--- src/rtl/costas_regs_pkg.sv ---
// Shared constants for the Costas loop register block: register offsets,
// CTRL/STATUS field positions and the gain width.
package costas_regs_pkg;

  localparam logic [7:0] REG_COMPAT     = 8'h00;
  localparam logic [7:0] REG_CTRL       = 8'h04;
  localparam logic [7:0] REG_ALPHA      = 8'h08;
  localparam logic [7:0] REG_BETA       = 8'h0C;
  localparam logic [7:0] REG_COMMIT     = 8'h10;
  localparam logic [7:0] REG_STATUS     = 8'h14;
  localparam logic [7:0] REG_SAMPLE_CNT = 8'h18;
  localparam logic [7:0] REG_SCRATCH    = 8'h1C;

  localparam int CTRL_EN_BIT  = 0;
  localparam int CTRL_RST_BIT = 1;
  localparam int CTRL_BYP_BIT = 2;

  localparam int STAT_LOCK_BIT = 0;
  localparam int STAT_PEND_BIT = 1;

  localparam int GAIN_W = 16;

endpackage

--- src/rtl/costas_sat_cnt.sv ---
// 32-bit saturating event counter with clear-on-read; an increment that
// coincides with the clear is kept, so the count restarts at 1.
module costas_sat_cnt (
  input  logic        clk,
  input  logic        rst,
  input  logic        i_inc,
  input  logic        i_clr,
  output logic [31:0] o_cnt
);

  logic [31:0] r_cnt;
  logic        w_at_max;

  assign w_at_max = (r_cnt == 32'hFFFF_FFFF);
  assign o_cnt    = r_cnt;

  always_ff @(posedge clk) begin
    if (rst) begin
      r_cnt <= '0;
    end else if (i_clr) begin
      r_cnt <= i_inc ? 32'd1 : 32'd0;
    end else if (i_inc && !w_at_max) begin
      r_cnt <= r_cnt + 32'd1;
    end
  end

endmodule

--- src/rtl/costas_regs.sv ---
// CtrlPort responder holding the Costas loop configuration, shadowed gains
// committed on packet boundaries, lock status and a sample counter.
module costas_regs
  import costas_regs_pkg::*;
#(
  parameter logic [19:0] BASE_ADDR  = 20'h00000,
  parameter int          AW         = 8,
  parameter logic [31:0] COMPAT_NUM = 32'h0001_0000,
  parameter logic [15:0] ALPHA_RST  = 16'h0100,
  parameter logic [15:0] BETA_RST   = 16'h0010
) (
  input  logic        ctrlport_clk,
  input  logic        ctrlport_rst,
  input  logic        s_ctrlport_req_wr,
  input  logic        s_ctrlport_req_rd,
  input  logic [19:0] s_ctrlport_req_addr,
  input  logic [31:0] s_ctrlport_req_data,
  output logic        s_ctrlport_resp_ack,
  output logic [31:0] s_ctrlport_resp_data,
  input  logic        sample_stb,
  input  logic        pkt_eop,
  input  logic        lock,
  output logic        loop_enable,
  output logic        loop_bypass,
  output logic        loop_rst,
  output logic [15:0] alpha,
  output logic [15:0] beta
);

  // Handshake: a single-cycle wr or rd strobe is a request (wr wins when both
  // are set); every in-range request gets exactly one ack on the next cycle,
  // with read data valid only alongside ack and zero otherwise.
  logic              w_in_range;
  logic              w_wr;
  logic              w_rd;
  logic [AW-1:0]     w_offs;
  logic              w_sel_ctrl;
  logic              w_sel_alpha;
  logic              w_sel_beta;
  logic              w_sel_commit;
  logic              w_sel_cnt;
  logic              w_sel_scratch;
  logic              w_apply;
  logic [31:0]       w_rdata;
  logic [31:0]       w_cnt;
  logic              w_unused;

  logic              r_ack;
  logic [31:0]       r_resp_data;
  logic              r_enable;
  logic              r_bypass;
  logic              r_loop_rst;
  logic              r_commit_pending;
  logic [GAIN_W-1:0] r_alpha;
  logic [GAIN_W-1:0] r_beta;
  logic [GAIN_W-1:0] r_sh_alpha;
  logic [GAIN_W-1:0] r_sh_beta;
  logic [31:0]       r_scratch;

  assign w_unused   = ^s_ctrlport_req_addr[1:0];
  assign w_in_range = (s_ctrlport_req_addr[19:AW] == BASE_ADDR[19:AW]);
  assign w_wr       = s_ctrlport_req_wr & w_in_range;
  assign w_rd       = s_ctrlport_req_rd & ~s_ctrlport_req_wr & w_in_range;
  assign w_offs     = {s_ctrlport_req_addr[AW-1:2], 2'b00};

  assign w_sel_ctrl    = (w_offs == AW'(REG_CTRL));
  assign w_sel_alpha   = (w_offs == AW'(REG_ALPHA));
  assign w_sel_beta    = (w_offs == AW'(REG_BETA));
  assign w_sel_commit  = (w_offs == AW'(REG_COMMIT));
  assign w_sel_cnt     = (w_offs == AW'(REG_SAMPLE_CNT));
  assign w_sel_scratch = (w_offs == AW'(REG_SCRATCH));

  // Gains may only change at a packet boundary, or any time the loop is idle.
  assign w_apply = r_commit_pending & (pkt_eop | ~r_enable);

  always_comb begin
    w_rdata = '0;
    case (w_offs)
      AW'(REG_COMPAT):     w_rdata = COMPAT_NUM;
      AW'(REG_CTRL): begin
        w_rdata[CTRL_EN_BIT]  = r_enable;
        w_rdata[CTRL_BYP_BIT] = r_bypass;
      end
      AW'(REG_ALPHA):      w_rdata[GAIN_W-1:0] = r_sh_alpha;
      AW'(REG_BETA):       w_rdata[GAIN_W-1:0] = r_sh_beta;
      AW'(REG_STATUS): begin
        w_rdata[STAT_LOCK_BIT] = lock;
        w_rdata[STAT_PEND_BIT] = r_commit_pending;
      end
      AW'(REG_SAMPLE_CNT): w_rdata = w_cnt;
      AW'(REG_SCRATCH):    w_rdata = r_scratch;
      default:             w_rdata = '0;
    endcase
  end

  always_ff @(posedge ctrlport_clk) begin
    if (ctrlport_rst) begin
      r_ack            <= 1'b0;
      r_resp_data      <= '0;
      r_enable         <= 1'b0;
      r_bypass         <= 1'b0;
      r_loop_rst       <= 1'b0;
      r_commit_pending <= 1'b0;
      r_alpha          <= ALPHA_RST;
      r_beta           <= BETA_RST;
      r_sh_alpha       <= ALPHA_RST;
      r_sh_beta        <= BETA_RST;
      r_scratch        <= '0;
    end else begin
      r_ack       <= w_wr | w_rd;
      r_resp_data <= w_rd ? w_rdata : 32'd0;
      r_loop_rst  <= w_wr & w_sel_ctrl & s_ctrlport_req_data[CTRL_RST_BIT];
      if (w_wr && w_sel_ctrl) begin
        r_enable <= s_ctrlport_req_data[CTRL_EN_BIT];
        r_bypass <= s_ctrlport_req_data[CTRL_BYP_BIT];
      end
      if (w_apply) begin
        r_alpha <= r_sh_alpha;
        r_beta  <= r_sh_beta;
      end
      // A commit arriving on the apply edge re-arms for the next boundary.
      if (w_wr && w_sel_commit) begin
        r_commit_pending <= 1'b1;
      end else if (w_apply) begin
        r_commit_pending <= 1'b0;
      end
      if (w_wr && w_sel_alpha)   r_sh_alpha <= s_ctrlport_req_data[GAIN_W-1:0];
      if (w_wr && w_sel_beta)    r_sh_beta  <= s_ctrlport_req_data[GAIN_W-1:0];
      if (w_wr && w_sel_scratch) r_scratch  <= s_ctrlport_req_data;
    end
  end

  costas_sat_cnt u_sample_cnt (
    .clk   (ctrlport_clk),
    .rst   (ctrlport_rst),
    .i_inc (sample_stb),
    .i_clr (w_rd & w_sel_cnt),
    .o_cnt (w_cnt)
  );

  // Reset masks a response already in flight so it never reaches the master.
  assign s_ctrlport_resp_ack  = r_ack & ~ctrlport_rst;
  assign s_ctrlport_resp_data = ctrlport_rst ? 32'd0 : r_resp_data;
  assign loop_rst             = r_loop_rst & ~ctrlport_rst;
  assign loop_enable          = r_enable;
  assign loop_bypass          = r_bypass;
  assign alpha                = r_alpha;
  assign beta                 = r_beta;

endmodule

--- config.mk ---
export PLATFORM = sky130hd
export DESIGN_NAME = costas_regs
export DESIGN_NICKNAME = d
export VERILOG_FILES = /design/src/rtl/costas_regs_pkg.sv /design/src/rtl/costas_sat_cnt.sv /design/src/rtl/costas_regs.sv
export SDC_FILE = /design/constraint.sdc
export NUM_CORES = 1
export LEC_CHECK = 0
export CORE_ASPECT_RATIO = 0.75
export CORE_MARGIN = 2
export CORE_UTILIZATION = 47
export CTS_CLUSTER_DIAMETER = 30
export DETAILED_ROUTE_END_ITERATION = 8
export GPL_TIMING_DRIVEN = 1
export HOLD_SLACK_MARGIN = 0.05
export MAX_ROUTING_LAYER = met4
export PLACE_DENSITY = 0.84
export SKIP_LAST_GASP = 1
export SYNTH_ARGS = -nofsm -noshare
export SYNTH_HDL_FRONTEND = slang
export SYNTH_SLANG_ARGS = --single-unit
--- constraint.sdc ---
create_clock -name ctrlport_clk -period 2.08 [get_ports ctrlport_clk]
set_input_delay 0.416 -clock ctrlport_clk [delete_from_list [all_inputs] [get_ports ctrlport_clk]]
set_output_delay 0.416 -clock ctrlport_clk [all_outputs]
set_load 0.02 [all_outputs]
# Yosys cells after proc, flatten, opt, wreduce, memory -nomap -nowiden
# Index checks and enable logic that the tools add are counted.
# totals
regBits	165
latchBits	0
mem_bits_rw	0
rom_bits	0
input_bits	59
output_inout_bits	68
mem_count	0
# op_classes
n_addsub	1
mul	0
n_div	0
magnitude_cmp	0
eq_ne	8
n_shift	0
mux	11
bitwise_logic	15
n_reduce_logical	12
# ops
operator	n
two-way mux 32 bit	3
one-hot mux 13 bit (4 select lines)	1
one-hot mux 16 bit (3 select lines)	1
adder 32 x 1 -> 32 bit, second input constant	1
equality test 32 bit, second input constant	1
equality test 6 x 3 -> 1 bit, second input constant	4
equality test 6 x 2 -> 1 bit, second input constant	2
zero test 12 bit	1
one-hot mux 1 bit (5 select lines)	2
AND 1 bit	9
zero test 8 bit	1
equality test 6 x 1 -> 1 bit, second input constant	1
logical AND 1 bit	6
one-hot mux 1 bit (6 select lines)	1
inverter 1 bit	4
nonzero test 2 bit	2
two-way mux 1 bit	3
bitwise OR 1 bit	2
OR reduction 2 bit	1
zero test 1 bit	1

# Depth between registers and ports, before layout
# Gate-level depths: netlist of the first run.
# depth
depth_word	5
mapped_depth	8

# Modules after synthesis
# A second synthesis of the first run with hierarchy kept.
# hier_totals
cells_unflattened	851
area_unflattened_um2	7121.8
# modules_own_cells
module	n_inst	cells_per_inst	area_per_inst_um2	seq_area_each_um2
costas_regs	1	654	5457.7	2662.6
costas_sat_cnt	1	197	1664.1	640.6

# Worst setup path before layout of the first run
# OpenSTA, ideal clock, no wires.
# synth_path
path_type	input to register
startpoint	in s_ctrlport_req_addr[7]
endpoint	reg r_sh_alpha[10]
setup_ns	0.128
arrival_ns	2.023
required_ns	1.952
setup_slack_ns	-0.070
path_stages	8
path_buffers	3
path_cell_list	or3_1 -> buf_2 -> nor4b_4 -> and3_1 -> buf_4 -> buf_6 -> mux2i_1 -> nor2_1
# synth_between
elab_chain_cells	2
# synth_rtl
item	line	source
start: declaration	costas_regs.sv:16	input logic [19:0] s_ctrlport_req_addr,
equality test 6 x 2 -> 1 bit	costas_regs.sv:67	assign w_sel_alpha = (w_offs == AW'(REG_ALPHA));
logical AND 1 bit	costas_regs.sv:127	if (w_wr && w_sel_alpha) r_sh_alpha <= s_ctrlport_req_data[GAIN_W-1:0];
end signal: assignment	costas_regs.sv:127	
end: declaration	costas_regs.sv:56	logic [GAIN_W-1:0] r_sh_alpha;
# No other way between the ends.
# A chain may end at the register's enable or synchronous reset.

# Worst setup path after layout of the first run
# layout_path
startpoint	in s_ctrlport_req_addr[7]
endpoint	reg r_sh_beta[4]
# layout_between
elab_chain_cells	2
# layout_rtl
item	line	source
equality test 6 x 2 -> 1 bit	costas_regs.sv:68	assign w_sel_beta = (w_offs == AW'(REG_BETA));
logical AND 1 bit	costas_regs.sv:128	if (w_wr && w_sel_beta) r_sh_beta <= s_ctrlport_req_data[GAIN_W-1:0];
end signal: assignment	costas_regs.sv:128	
end: declaration	costas_regs.sv:57	logic [GAIN_W-1:0] r_sh_beta;
# No other way between the ends.

==> results.toml, run 1 <==
[run_status]
status = "completed"

[power_and_ir_drop]
leakage_nw = 3.33
irDropWorstVdd_mv = 0.580
powerDensity_mw_per_mm2 = 714

[detailed_routing]
avgViaCountPerCell = 5.70
drtIter0Drc = 616
ant_nets = 0
routedWlPerCell_um = 17.0
num_vias = 6841
wirelength_mm = 20.4
firstDrtPassIters = 5
drt_drc_violations_left = 0

[yosys]
postSynthAreaPerCell_um2 = 8.60
async_reset_ff_share_pct = 0
netlist_area_mm2 = 0.00693
syn_nets = 866
ys_seq_area_share_pct = 47.6
ys_top_cells_by_count = "dfxtp_1, nand2_1, a21oi_1, nor2_1, a22oi_1"
synth_cells = 806
ys_seq_elements = 165
synth_most_common_cell = "dfxtp_1"
yosysWarnings = 0
synth_top_cell_by_area = "dfxtp_1"
synth_edf_count = 0
synth_area_leaders = "dfxtp_1, nand2_1, a21oi_1"
synth_top_area_share_pct = 47.6
synth_flop_cell = "dfxtp_1"
synth_cell_types = 55

[grt]
overflow = 0
grt_pass1_vias = 6351
grt_start_max_net_pins = 36
antenna_found_initial = 0
grt_pass1_wl_mm = 31.9
grt.total_usage_pct = 26.6

[sta]
min_period_ps = 2030
hold_viol = 0
max_slew_margin_pct = 65.8
worstMarginPinSlew_ps = 508
finalMaxSlewViolations = 0
max_freq_ghz = 0.493
setup_viol = 0
finClkSkew_ps = 6.70
period_share_pct = 97.5

[place]
placed_area_mm2 = 0.00891
dp_cells = 1162
detailed_place_hpwl_mm = 13.5
place_congestion = 0.885
numPortBuffers = 124

[worst_setup_path]
cp.arrival_ps = 2340
start_kind = "input pin"
crit_end = "r_sh_beta[4]$_SDFFE_PP1P_"
crit_type = "input pin to flip-flop"
ff2ff_path_depth = 7
endpoint_kind = "flip-flop"
crit_family = "simple AND/OR/NAND/NOR gates"
cp_slowest_cell = "or4b_4"
path_cells = "clkdlybuf4s50_1 -> or4b_4 -> nor3b_4 -> and3_4 -> buf_12 -> nor2b_1 -> a211o_1"
path_max_fanout = 5
crit_start = "s_ctrlport_req_addr[7]"
r2r_slack_ps = 100
critPathRequiredTime_ps = 2390
cp.depth = 7
cp_slowest_stage_delay_ps = 530
cp_num_buf_inv = 2
worstReg2RegEnd = "u_sample_cnt.o_cnt[3]$_SDFFE_PP0P_"
r2r_start = "u_sample_cnt.o_cnt[20]$_SDFFE_PP0P_"

[cts]
numCtsBuffers = 17
cts_hold_buf = 0
clockBufferDepth = 2
clk_latency_ps = 420
h-tree-depth = 4
clk_pin_slew_ps = 60
cts_tree = "yes"
cts_sinks = 165
cts-root-buf = "clkbuf_16"

[die]
dieArea_mm2 = 0.0158
core_area_mm2 = 0.0145
die_w_um = 144
rows = 38
fp.dieH_um = 109
ios = 127
initial_core_util_pct = 48.0

[hold_path]
hp-class = "input pin to flip-flop"

[finish]
drive_gt1_share_pct = 16.4
fin_cells = 1201
layout.nets = 1048
diodes = 0
fin_area_mm2 = 0.00974
layout-area-overhead-vs-synth_pct = 40.5

[run]
drv_cap = 0
## placed cells by master (no fill, tap or decap), types with 5 or more instances in the layout
cell type / netlist / routed
nor4_1: 7 / 5
xor2_1: 6 / 6
buf_4: 3 / 85
o21ai_1: 6 / 6
dfxtp_1: 165 / 165
o21ai_0: 7 / 7
o31ai_1: 8 / 8
a21oi_2: 7 / 8
mux2i_1: 32 / 32
nand2_1: 151 / 151
a21oi_1: 94 / 93
or4_1: 10 / 9
clkbuf_16: 0 / 19
and3_1: 13 / 8
or3_1: 15 / 14
nand3_1: 18 / 18
buf_12: 0 / 7
a22oi_1: 43 / 43
nand4_1: 8 / 8
nor2b_1: 37 / 37
nor3_1: 6 / 5
nor2_1: 66 / 65
clkdlybuf4s50_1: 0 / 119
## cell type report
class	instances	area [um2]
sequential	165	3300
clock buffer	19	443
tap	200	250
inverter	2	7.51
multi-input combinational	583	3430
clock inverter	13	215
fill	1087	4710
timing repair buffer	219	2090
## logic make-up after synthesis
family	count (synthesis)	synth area share (%)
AND/OR/NAND/NOR	353	24.9
flip-flops	165	47.6
adder cells (fa/ha/maj)	1	0.180
AO/OA/AOI/OAI	186	17.1
multiplexers	36	5.43
buffers and inverters	58	3.92
XOR/XNOR	7	0.884
## repair_timing
action | CTS | global route
setup buffers | 3 | 2
pin swaps | 1 | 4
gates resized for setup | 4 | 16
cloned | 0 | 2
endpoints found under the hold margin | 0 | 0
setup endpoints to repair | 20 | 91
## sequential cells by signal, summed over array words and instances (netlist names)
signal and cells:
loop_enable 1, beta 16, r_sh_alpha 16, r_sh_beta 16
loop_bypass 1, r_scratch 32, alpha 16, r_loop_rst 1
r_ack 1, u_sample_cnt.o_cnt 32, r_resp_data 32, r_commit_pending 1
## report_power, final
part           total, mW  switching [mW]  internal (mW)
clock               3.49            1.40           2.09
combinational      0.308           0.150          0.158
sequential          3.16         0.00203           3.16
## layer usage
metal | share of wire, % | global-route usage, %
met1 | 43 | 34.6
met2 | 46 | 43.1
met3 | 8.9 | 4.92
met4 | 1.4 | 7.00
met5 | 0 | -
## worst register-to-register path: cells and delay by family (launching register included)
kind                   cells  cell delay (ps)
AND/OR/NAND/NOR            3              880
buffers and inverters      2              410
flip-flops                 1              330
AO/OA/AOI/OAI              2              250
## worst min path at each step
stage | start | cells past startpoint | to | slack [ps]
floorplan | r_scratch[1]$_SDFFE_PP0P_ | 2 | r_scratch[1]$_SDFFE_PP0P_ | 430
global placement | r_scratch[20]$_SDFFE_PP0P_ | 2 | r_scratch[20]$_SDFFE_PP0P_ | 440
detailed placement | beta[0]$_SDFFE_PP0P_ | 2 | beta[0]$_SDFFE_PP0P_ | 450
CTS | ctrlport_rst | 3 | r_scratch[6]$_SDFFE_PP0P_ | 430
global route | ctrlport_rst | 3 | r_scratch[6]$_SDFFE_PP0P_ | 450
finish | ctrlport_rst | 3 | r_scratch[6]$_SDFFE_PP0P_ | 450
## per-stage QoR
stage                     hold WS [ps]  power, mW  setup WS [ps]  util [%]  TNS [ps]
final                              454       6.96           52.0      67.4         0
after global routing               455       7.12          -2.61      67.4     -2.61
after CTS                          426       6.97          -17.9      66.5     -54.8
after detailed placement           448       3.53           -437      61.7    -46020
after global placement             442       3.53           -373      61.7    -39580
after floorplan                    433       3.33          -38.5         -      -405
Power figures use the tool's default switching activity.
==> run 2: changes to the inputs <==
--- a/config.mk
+++ b/config.mk
@@ -7,13 +7,14 @@
 export LEC_CHECK = 0
 export CORE_ASPECT_RATIO = 0.75
 export CORE_MARGIN = 2
-export CORE_UTILIZATION = 47
+export CORE_UTILIZATION = 49
+export CTS_BUF_LIST = sky130_fd_sc_hd__clkbuf_8
 export CTS_CLUSTER_DIAMETER = 30
 export DETAILED_ROUTE_END_ITERATION = 8
 export GPL_TIMING_DRIVEN = 1
 export HOLD_SLACK_MARGIN = 0.05
 export MAX_ROUTING_LAYER = met4
-export PLACE_DENSITY = 0.84
+export PLACE_DENSITY = 0.86
 export SKIP_LAST_GASP = 1
 export SYNTH_ARGS = -nofsm -noshare
 export SYNTH_HDL_FRONTEND = slang
==> run 2 against run 1 <==
  * First-iteration DRC count rose by 2.4%
  * Die area shrank 4.0%
  * The run now ends with setup timing left
  * Via count fell by 0.23%
  * Count of clock-buffer cells in the layout did not move
  * Non-clock buffer count increased by 4
  * Routed wire length is 2.2% lower
  * Largest power group is now sequential cells
  * Clock skew grew 6.5 ps
  * Combinational power decreased by 3%
  * Global-route usage up 0.18 points
  * Sequential share of layout area rose by 0.96 points
==> results.toml, run 2 (synthesized netlist as in run 1, its figures left out) <==
[place]
detailed_place_hpwl_mm = 13.7
place_congestion = 0.912
numPortBuffers = 124
placed_area_mm2 = 0.00893

[finish]
layout_commonest_cell = "dfxtp_1"
multiInputGateArea_mm2 = 0.00344
mostFrequentLayoutCells = "dfxtp_1, nand2_1, clkdlybuf4s50_1"
fillers = 998
layout-area-overhead-vs-synth_pct = 36.8
drive_gt1_share_pct = 17.3
fin_util_pct = 69.0
regArea_mm2 = 0.00331
layout.nets = 1052
diodes = 0
fin_area_mm2 = 0.00948

[sta]
setup_viol = 1
hold_viol = 0
max_slew_margin_pct = 66.1
whs_ps = 437
min_period_ps = 2090
finalSetupTns_ps = -6.28
period_share_pct = 100
rsz0062_at_grt = "yes"
finalMaxSlewViolations = 0
worstMarginPinSlew_ps = 509
max_freq_ghz = 0.479
timing.final.ws_setup_ps = -6.28
finClkSkew_ps = 13.2

[run_status]
violations = "setup timing"
status = "finished with violations"

[cts]
clk_latency_ps = 460
h-tree-depth = 4
numCtsBuffers = 17
clockBufferDepth = 2
cts_hold_buf = 0
cts_sinks = 165
clk_pin_slew_ps = 100
cts-root-buf = "clkbuf_8"
cts_tree = "yes"

[power_and_ir_drop]
irDropWorstVdd_mv = 0.431
finalPower_mw = 5.92
leakage_nw = 3.23
powerDensity_mw_per_mm2 = 625

[worst_setup_path]
critPathRequiredTime_ps = 2480
crit_type = "flip-flop to flip-flop"
ff2ff_path_depth = 7
cp.arrival_ps = 2480
path_max_fanout = 5
endpoint_kind = "flip-flop"
start_kind = "flip-flop"

[grt]
grt_pass1_wl_mm = 31.5
grt_start_max_net_pins = 47
grt_pass1_vias = 6368
grt.total_usage_pct = 26.8
overflow = 0
antenna_found_initial = 0

[die]
core_area_mm2 = 0.0137
ios = 127
rows = 37
die_w_um = 141
initial_core_util_pct = 50.4
fp.dieH_um = 107
dieArea_mm2 = 0.0151

[detailed_routing]
firstDrtPassIters = 6
drt_drc_violations_left = 0
num_vias = 6825
drtIter0Drc = 631
wirelength_mm = 20.0
routedWlPerCell_um = 16.9
avgViaCountPerCell = 5.78
ant_nets = 0

[run]
drv_cap = 0

[hold_path]
hp-class = "input pin to flip-flop"
min_path_cells = 2
==> run 2: cell count changes in the layout (fill, tap and decap cells not counted), sizes merged <==
cell / delta
dlymetal6s2s: -3
clkbuf: -2
clkinv: -1
buf: +6
clkdlybuf4s50: +3
inv: +3
bufinv: -2
==> run 2: per-stage QoR <==
step / setup slack [ps] / instances
after floorplan: -38.5 / 806
after global placement: -384 / 1142
after detailed placement: -409 / 1142
after CTS: 11.1 / 1177
after global routing: -30.0 / 1180
final: -6.28 / 1180
==> run 2: timing repair <==
item,4_1_cts,5_1_grt
pin swaps,2,6
endpoints found under the setup margin,8,81
gates resized for setup,2,19
setup buffers,3,3
==> run 2: final cells by class <==
class	count	share of cell area [%]
Clock buffer	19	2.76
Timing Repair Buffer	223	22.0
Clock inverter	13	1.69
Tap cell	175	2.31
Inverter	2	0.0792
Sequential cell	165	34.9
Multi-Input combinational cell	583	36.3
==> run 2: power by group <==
group          switching [mW]  internal (mW)  leakage (nW)
logic                   0.146          0.154          1.69
clock network            1.29           1.17         0.212
registers             0.00258           3.16          1.33
total                    1.44           4.49          3.23
==> run 2: worst max-delay path: stages (launching register included) <==
cell and delay (ps):
dfxtp_2 350, ha_2 210, and3_4 220, buf_4 140, and3_4 220, nand4_1 180, or4_4 580, a21oi_2 120
==> run 2: final timing paths <==
kind	start	slack (ps)	endpoint
setup / recovery	u_sample_cnt.o_cnt[0]$_SDFFE_PP0P_	-6	u_sample_cnt.o_cnt[30]$_SDFFE_PP0P_
hold reg to reg	alpha[7]$_SDFFE_PP0P_	460	alpha[7]$_SDFFE_PP0P_
hold / removal	ctrlport_rst	440	r_scratch[29]$_SDFFE_PP0P_
setup reg to reg	u_sample_cnt.o_cnt[0]$_SDFFE_PP0P_	-6	u_sample_cnt.o_cnt[30]$_SDFFE_PP0P_
==> run 2: layer usage <==
| layer | GRT usage (%) | part of all wire [%] | vias to the layer above |
|---|---|---|---|
| li1 | - | - | 3203 |
| met1 | 35.5 | 44 | 3226 |
| met2 | 40.6 | 46 | 365 |
| met3 | 5.67 | 8.4 | 31 |
| met4 | 9.93 | 1.7 | 0 |
| met5 | - | 0 | - |
